===== src/rtl/dirty_line_writeback.sv =====
// Streams every valid & dirty line of a captured cache snapshot out over a valid/ready port,
// then pulses a clear for that line so the owner can drop its dirty bit.
//
//  state | meaning
//  IDLE  | waiting for start; snapshot captured on start
//  SCAN  | examine one snapshot line per cycle at ptr
//  SEND  | stream words of line ptr, one beat per transfer
//  DONE  | one-cycle done pulse, then back to IDLE
module dirty_line_writeback #(
   parameter int NUM_LINES      = 3,
   parameter int WORDS_PER_LINE = 16,
   parameter int DATA_WIDTH     = 32,
   localparam int LINE_W = (NUM_LINES > 1) ? $clog2(NUM_LINES) : 1,
   localparam int WORD_W = (WORDS_PER_LINE > 1) ? $clog2(WORDS_PER_LINE) : 1
) (
   input  logic                                           clk,
   input  logic                                           resetn,
   input  logic                                           start,
   input  logic [NUM_LINES*3-1:0]                         meta_in,
   input  logic [NUM_LINES*WORDS_PER_LINE*DATA_WIDTH-1:0] lines_in,
   output logic                                           busy,
   output logic                                           wb_valid,
   input  logic                                           wb_ready,
   output logic [LINE_W-1:0]                              wb_line,
   output logic [WORD_W-1:0]                              wb_word,
   output logic [DATA_WIDTH-1:0]                          wb_data,
   output logic                                           wb_last,
   output logic                                           clr_valid,
   output logic [LINE_W-1:0]                              clr_index,
   output logic                                           done
);

   typedef enum logic [1:0] {
      IDLE = 2'd0,
      SCAN = 2'd1,
      SEND = 2'd2,
      DONE = 2'd3
   } state_t;

   localparam logic [LINE_W-1:0] LAST_LINE = LINE_W'(NUM_LINES - 1);
   localparam logic [WORD_W-1:0] LAST_WORD = WORD_W'(WORDS_PER_LINE - 1);

   state_t              state, state_nxt;
   logic [LINE_W-1:0]   ptr, ptr_nxt;
   logic [WORD_W-1:0]   word, word_nxt;
   logic                clr_valid_nxt;
   logic [LINE_W-1:0]   clr_index_nxt;
   logic                capture;
   logic                send;

   logic [DATA_WIDTH-1:0] snap_data [NUM_LINES][WORDS_PER_LINE];
   logic [NUM_LINES-1:0]  snap_vd;
   logic [NUM_LINES-1:0]  meta_vd;
   logic                  unused_accessed;

   // Only valid & dirty matters per line; the accessed bit is deliberately dropped.
   always_comb begin
      meta_vd         = '0;
      unused_accessed = 1'b0;
      for (int l = 0; l < NUM_LINES; l++) begin
         meta_vd[l]      = meta_in[3*l+2] & meta_in[3*l+1];
         unused_accessed = unused_accessed ^ meta_in[3*l];
      end
   end

   always_ff @(posedge clk or negedge resetn) begin
      if (!resetn) begin
         snap_vd <= '0;
         for (int l = 0; l < NUM_LINES; l++)
            for (int k = 0; k < WORDS_PER_LINE; k++)
               snap_data[l][k] <= '0;
      end else if (capture) begin
         snap_vd <= meta_vd;
         for (int l = 0; l < NUM_LINES; l++)
            for (int k = 0; k < WORDS_PER_LINE; k++)
               snap_data[l][k] <= lines_in[(l*WORDS_PER_LINE+k)*DATA_WIDTH +: DATA_WIDTH];
      end
   end

   always_ff @(posedge clk or negedge resetn) begin
      if (!resetn) begin
         state     <= IDLE;
         ptr       <= '0;
         word      <= '0;
         clr_valid <= 1'b0;
         clr_index <= '0;
      end else begin
         state     <= state_nxt;
         ptr       <= ptr_nxt;
         word      <= word_nxt;
         clr_valid <= clr_valid_nxt;
         clr_index <= clr_index_nxt;
      end
   end

   always_comb begin
      state_nxt     = state;
      ptr_nxt       = ptr;
      word_nxt      = word;
      clr_valid_nxt = 1'b0;
      clr_index_nxt = clr_index;
      capture       = 1'b0;
      unique case (state)
         IDLE: begin
            if (start) begin
               capture   = 1'b1;
               ptr_nxt   = '0;
               word_nxt  = '0;
               state_nxt = SCAN;
            end
         end
         SCAN: begin
            if (snap_vd[ptr]) begin
               word_nxt  = '0;
               state_nxt = SEND;
            end else if (ptr == LAST_LINE) begin
               state_nxt = DONE;
            end else begin
               ptr_nxt = ptr + LINE_W'(1);
            end
         end
         SEND: begin
            if (wb_ready) begin
               if (word == LAST_WORD) begin
                  clr_valid_nxt = 1'b1;
                  clr_index_nxt = ptr;
                  if (ptr == LAST_LINE) begin
                     state_nxt = DONE;
                  end else begin
                     ptr_nxt   = ptr + LINE_W'(1);
                     state_nxt = SCAN;
                  end
               end else begin
                  word_nxt = word + WORD_W'(1);
               end
            end
         end
         DONE: state_nxt = IDLE;
         default: state_nxt = IDLE;
      endcase
   end

   // Beat outputs are zeroed outside SEND so nothing stale shows between lines or passes.
   assign send     = (state == SEND);
   assign busy     = (state != IDLE);
   assign done     = (state == DONE);
   assign wb_valid = send;
   assign wb_line  = send ? ptr : '0;
   assign wb_word  = send ? word : '0;
   assign wb_data  = send ? snap_data[ptr][word] : '0;
   assign wb_last  = send && (word == LAST_WORD);

endmodule


===== config.mk =====
export PLATFORM = sky130hd
export DESIGN_NAME = dirty_line_writeback
export DESIGN_NICKNAME = d
export VERILOG_FILES = /design/src/rtl/dirty_line_writeback.sv
export SDC_FILE = /design/constraint.sdc
export NUM_CORES = 2
export LEC_CHECK = 0
export BUFFER_PORTS_ARGS = -buffer_cell sky130_fd_sc_hd__buf_4
export CAP_MARGIN = 40
export CORE_AREA = 5 5 619 621
export CTS_CLUSTER_SIZE = 14
export DETAILED_ROUTE_END_ITERATION = 6
export DIE_AREA = 0 0 624 626
export SLEW_MARGIN = 20
export SYNTH_ARGS = -nofsm -noshare
export SYNTH_HDL_FRONTEND = slang
export SYNTH_SLANG_ARGS = --single-unit
export TNS_END_PERCENT = 20

===== constraint.sdc =====
create_clock -name clk -period 2.45 [get_ports clk]
set_clock_uncertainty 0.05 [all_clocks]
set_input_delay 0.1225 -clock clk [delete_from_list [all_inputs] [get_ports clk]]
set_output_delay 0.1225 -clock clk [all_outputs]
set_load 0.01 [all_outputs]

==> reports/qor.yml <==
yosys_register_bits: 1550
pre_cts_slack_ns: -1.20
seq_area_frac_synth_pct: 55.0
slew_violations: 0
muxShareOfSynthArea_pct: 13.6
synth_top_family_by_area: "simple AND/OR/NAND/NOR gates"
drt_iter0_markers: 8799
grt.overflow.total: 0
syn2layout_area_growth_pct: 82.5
use_met1_pct: 30.6
switching_power_mw: 55.1
critPathLaunchType: "flip-flop"
die_y_um: 626
end_kind: "output pin"
slew_headroom_pct: 42.1
cap_violations: 0
r2r_slack_ns: -0.22
syn_area_per_cell_um2: 9.26
synthAdderAreaFrac_pct: 0.124
cp_data_arrival_time_ns: 3.75
fin_cells: 17636
clock_latency_ns: 0.85
synthesis.nets: 9165
wl_per_cell_um: 28.9
rr_endpoint: "snap_data[1369]"
drive_gt1_share_pct: 24.8
power.internal_mw: 81.2
pwr_density_cell_nw_per_um2: 1060
fp.dieW_um: 624
antenna_found_initial: 475
core_area_um2: 377000
multi_input_area_um2: 30500
place_congestion: 0.976
grt_pass1_vias: 82950
cts_buffer_depth: 4
synth_xor_xnor_area_share_pct: 0
layout_min_cycle_time_ns: 3.92
dpl.hpwl_mm: 377
cts_tree: "built"
fin_setup_tns_ns: -43.97
syn_inst: 7609
power.leakage_nw: 61.5
pwr-share-comb_pct: 42.9
cts.sinks: 1550
synthArstFlopShare_pct: 100
synth-simple-area-share_pct: 25.8
crit_type: "reg2out"
nets: 13701
hold_viol: 0
syn_area_um2: 70500
synth_edf_count: 0
layout_setup_ws_ns: -1.47
r2r_cells: 8
clkSlewWorstSetupHoldPaths_ns: 0.07
floorplan.initialDensity_pct: 18.7
place_inst: 14283
ant_nets: 0
fmax_mhz: 255
die-area_um2: 391000
report.final.setup_viol: 40
r2r-start: "state[1]"
tightest_slew_ns: 0.869
viasPerCell: 4.62
synth_compound_area_share_pct: 2.45
register_area_um2: 38800
gr-usage-met2_pct: 38.4
startpoint: "word[0]"
violations: "design-rule violations, negative setup slack"
grt_max_degree: 146
critPathMaxFanout: 6
firstDrtPassIters: 7
drcViolationCount: 3
clkPwrFrac_pct: 22.5
detail_route.wirelength_mm: 510
grt_pass1_wl_mm: 683
cts-root-buf: "clkbuf_16"
run_status: "complete, but fails checks"
ir_drop_uv: 653
dpl_cell_area_um2: 92800
portBuffers: 1590
grt.busiest_layer: "met2"
io_pins: 1594
ys_warn_count: 0
finish.instance_area_um2: 129000
via_count: 81427
hold_depth: 4
rows: 226
synth_ff_type: "dfrtp_1"
crit_path_end: "wb_data[13]"
cts_buffers: 185
swShare_pct: 40.4
worstHoldPathType: "in2reg"
h-tree-depth: 4
met3_usage_pct: 7.49
fillers: 37094
ys_types: 41
post-route-period-util_pct: 160
grtUsageTotal_pct: 25.1
p_seq_share_pct: 34.6
cp.required_ns: 2.28
rsz0062_at_grt: "yes"
## power groups by stage
| stage | clock, mW | sequential (mW) | combinational, mW |
|---|---|---|---|
| after global routing | 32.0 | 47.7 | 62.7 |
| final | 30.7 | 47.2 | 58.4 |
| after global placement | 0 | 46.3 | 49.3 |
| after detailed placement | 0 | 46.2 | 50.0 |
| after CTS | 31.0 | 46.0 | 56.7 |
| after floorplan | 0 | 42.0 | 26.7 |
## final cells by class
class	instances	share of cell area (%)
clock inverter	102	1.13
sequential	1550	30.2
multi-input combinational	5557	23.7
timing repair buffer	4845	35.5
tap	5016	4.88
antenna	322	0.626
inverter	6	0.0175
clock buffer	238	3.98
## through the flow
step / util [%] / power (mW) / hold WS (ns)
CTS: 33.7 / 134 / 0.000604
global placement: 24.6 / 95.6 / 0.0134
floorplan: - / 68.7 / -0.223
detailed placement: 24.6 / 96.2 / 0.00503
global route: 34.1 / 142 / 0.0170
finish: 34.1 / 136 / 0.0430
## synth_stat cells, types with 7 or more instances
cell | number | area share [%]
nand2_1 | 4642 | 25
dfrtp_1 | 1550 | 55
clkbuf_1 | 389 | 2.1
mux4_2 | 321 | 10
mux2i_1 | 204 | 2.9
o211ai_1 | 82 | 0.87
a22oi_1 | 71 | 0.76
buf_2 | 53 | 0.38
nand2b_1 | 33 | 0.29
and3_1 | 31 | 0.28
nand3_1 | 29 | 0.21
mux2_2 | 26 | 0.42
a221oi_1 | 24 | 0.30
o21ai_0 | 22 | 0.16
buf_1 | 21 | 0.11
buf_6 | 16 | 0.26
buf_4 | 15 | 0.16
a221o_1 | 10 | 0.14
a31oi_1 | 8 | 0.071
and2_1 | 8 | 0.071
ha_1 | 7 | 0.12
nor2_1 | 7 | 0.037
## layout by cell type (no fill, tap or decap), types with 6 or more instances in the layout
cell           instances
a221o_1                9
a221oi_1              19
a22oi_1               45
a22oi_2               26
a31oi_1                8
and3_4                29
buf_12               153
buf_16                16
buf_4               1967
buf_6                 73
buf_8                 17
bufinv_16             28
clkbuf_1              26
clkbuf_16            196
clkbuf_8              25
clkinv_2              36
clkinv_4               7
clkinvlp_4            12
dfrtp_1             1545
diode_2              322
dlygate4sd3_1       2609
ha_1                   6
inv_6                  9
mux2_2                22
mux2i_1              176
mux2i_2                9
mux2i_4               19
mux4_2               321
nand2_1             4620
nand2_2               18
nand2b_1              32
nand3_1               20
nand3_2                7
o211ai_1              82
o21ai_0               11
## layer usage
metal | vias up | wire length [um]
met1 | 39638 | 195000
met2 | 5532 | 226000
met5 | - | 1070
met3 | 2186 | 47900
li1 | 33919 | -
met4 | 152 | 40900
## sequential cells by signal, summed over array words and instances (netlist names)
register and flops:
word 4, snap_data 1536, clr_index 2, state 2, ptr 2, clr_valid 1
snap_vd 3
## cell families (layout without fill, tap and decap cells)
kind of cell | Yosys count | count (layout)
buf+inv | 502 | 5191
compound gates | 232 | 232
other cells | 0 | 322
flops | 1550 | 1550
fa+ha+maj | 7 | 7
simple gates | 4767 | 4767
mux | 551 | 551
## worst min path at each step
stage | from | to | slack [ns]
global route | lines_in[304] | snap_data[1232] | 0.02
CTS | lines_in[1] | snap_data[1505] | 0.0006
detailed placement | resetn | snap_data[613] | 0.005
finish | lines_in[962] | snap_data[546] | 0.04
floorplan | resetn | clr_index[0] | -0.22
global placement | resetn | snap_data[613] | 0.01
## worst max-delay path, stage by stage, from the launching register on
cell	delay [ns]
dfrtp_4	0.55
buf_12	0.20
buf_16	0.15
mux4_2	0.53
mux2i_4	0.39
buf_6	0.15
o211ai_1	0.29
buf_4	0.28
and3_4	0.17
buf_6	0.12
## timing repair
| action | 4_1_cts | 5_1_grt |
|---|---|---|
| resized for setup | 238 | 130 |
| pin swaps | 63 | 50 |
| cloned | 8 | 3 |
| endpoints found under the hold margin | 3038 | 0 |
| buffers inserted | 52 | 30 |
| hold buffers | 2611 | 0 |
| endpoints found under the setup margin | 40 | 133 |
No activity file was read; power rests on OpenSTA's default activity.
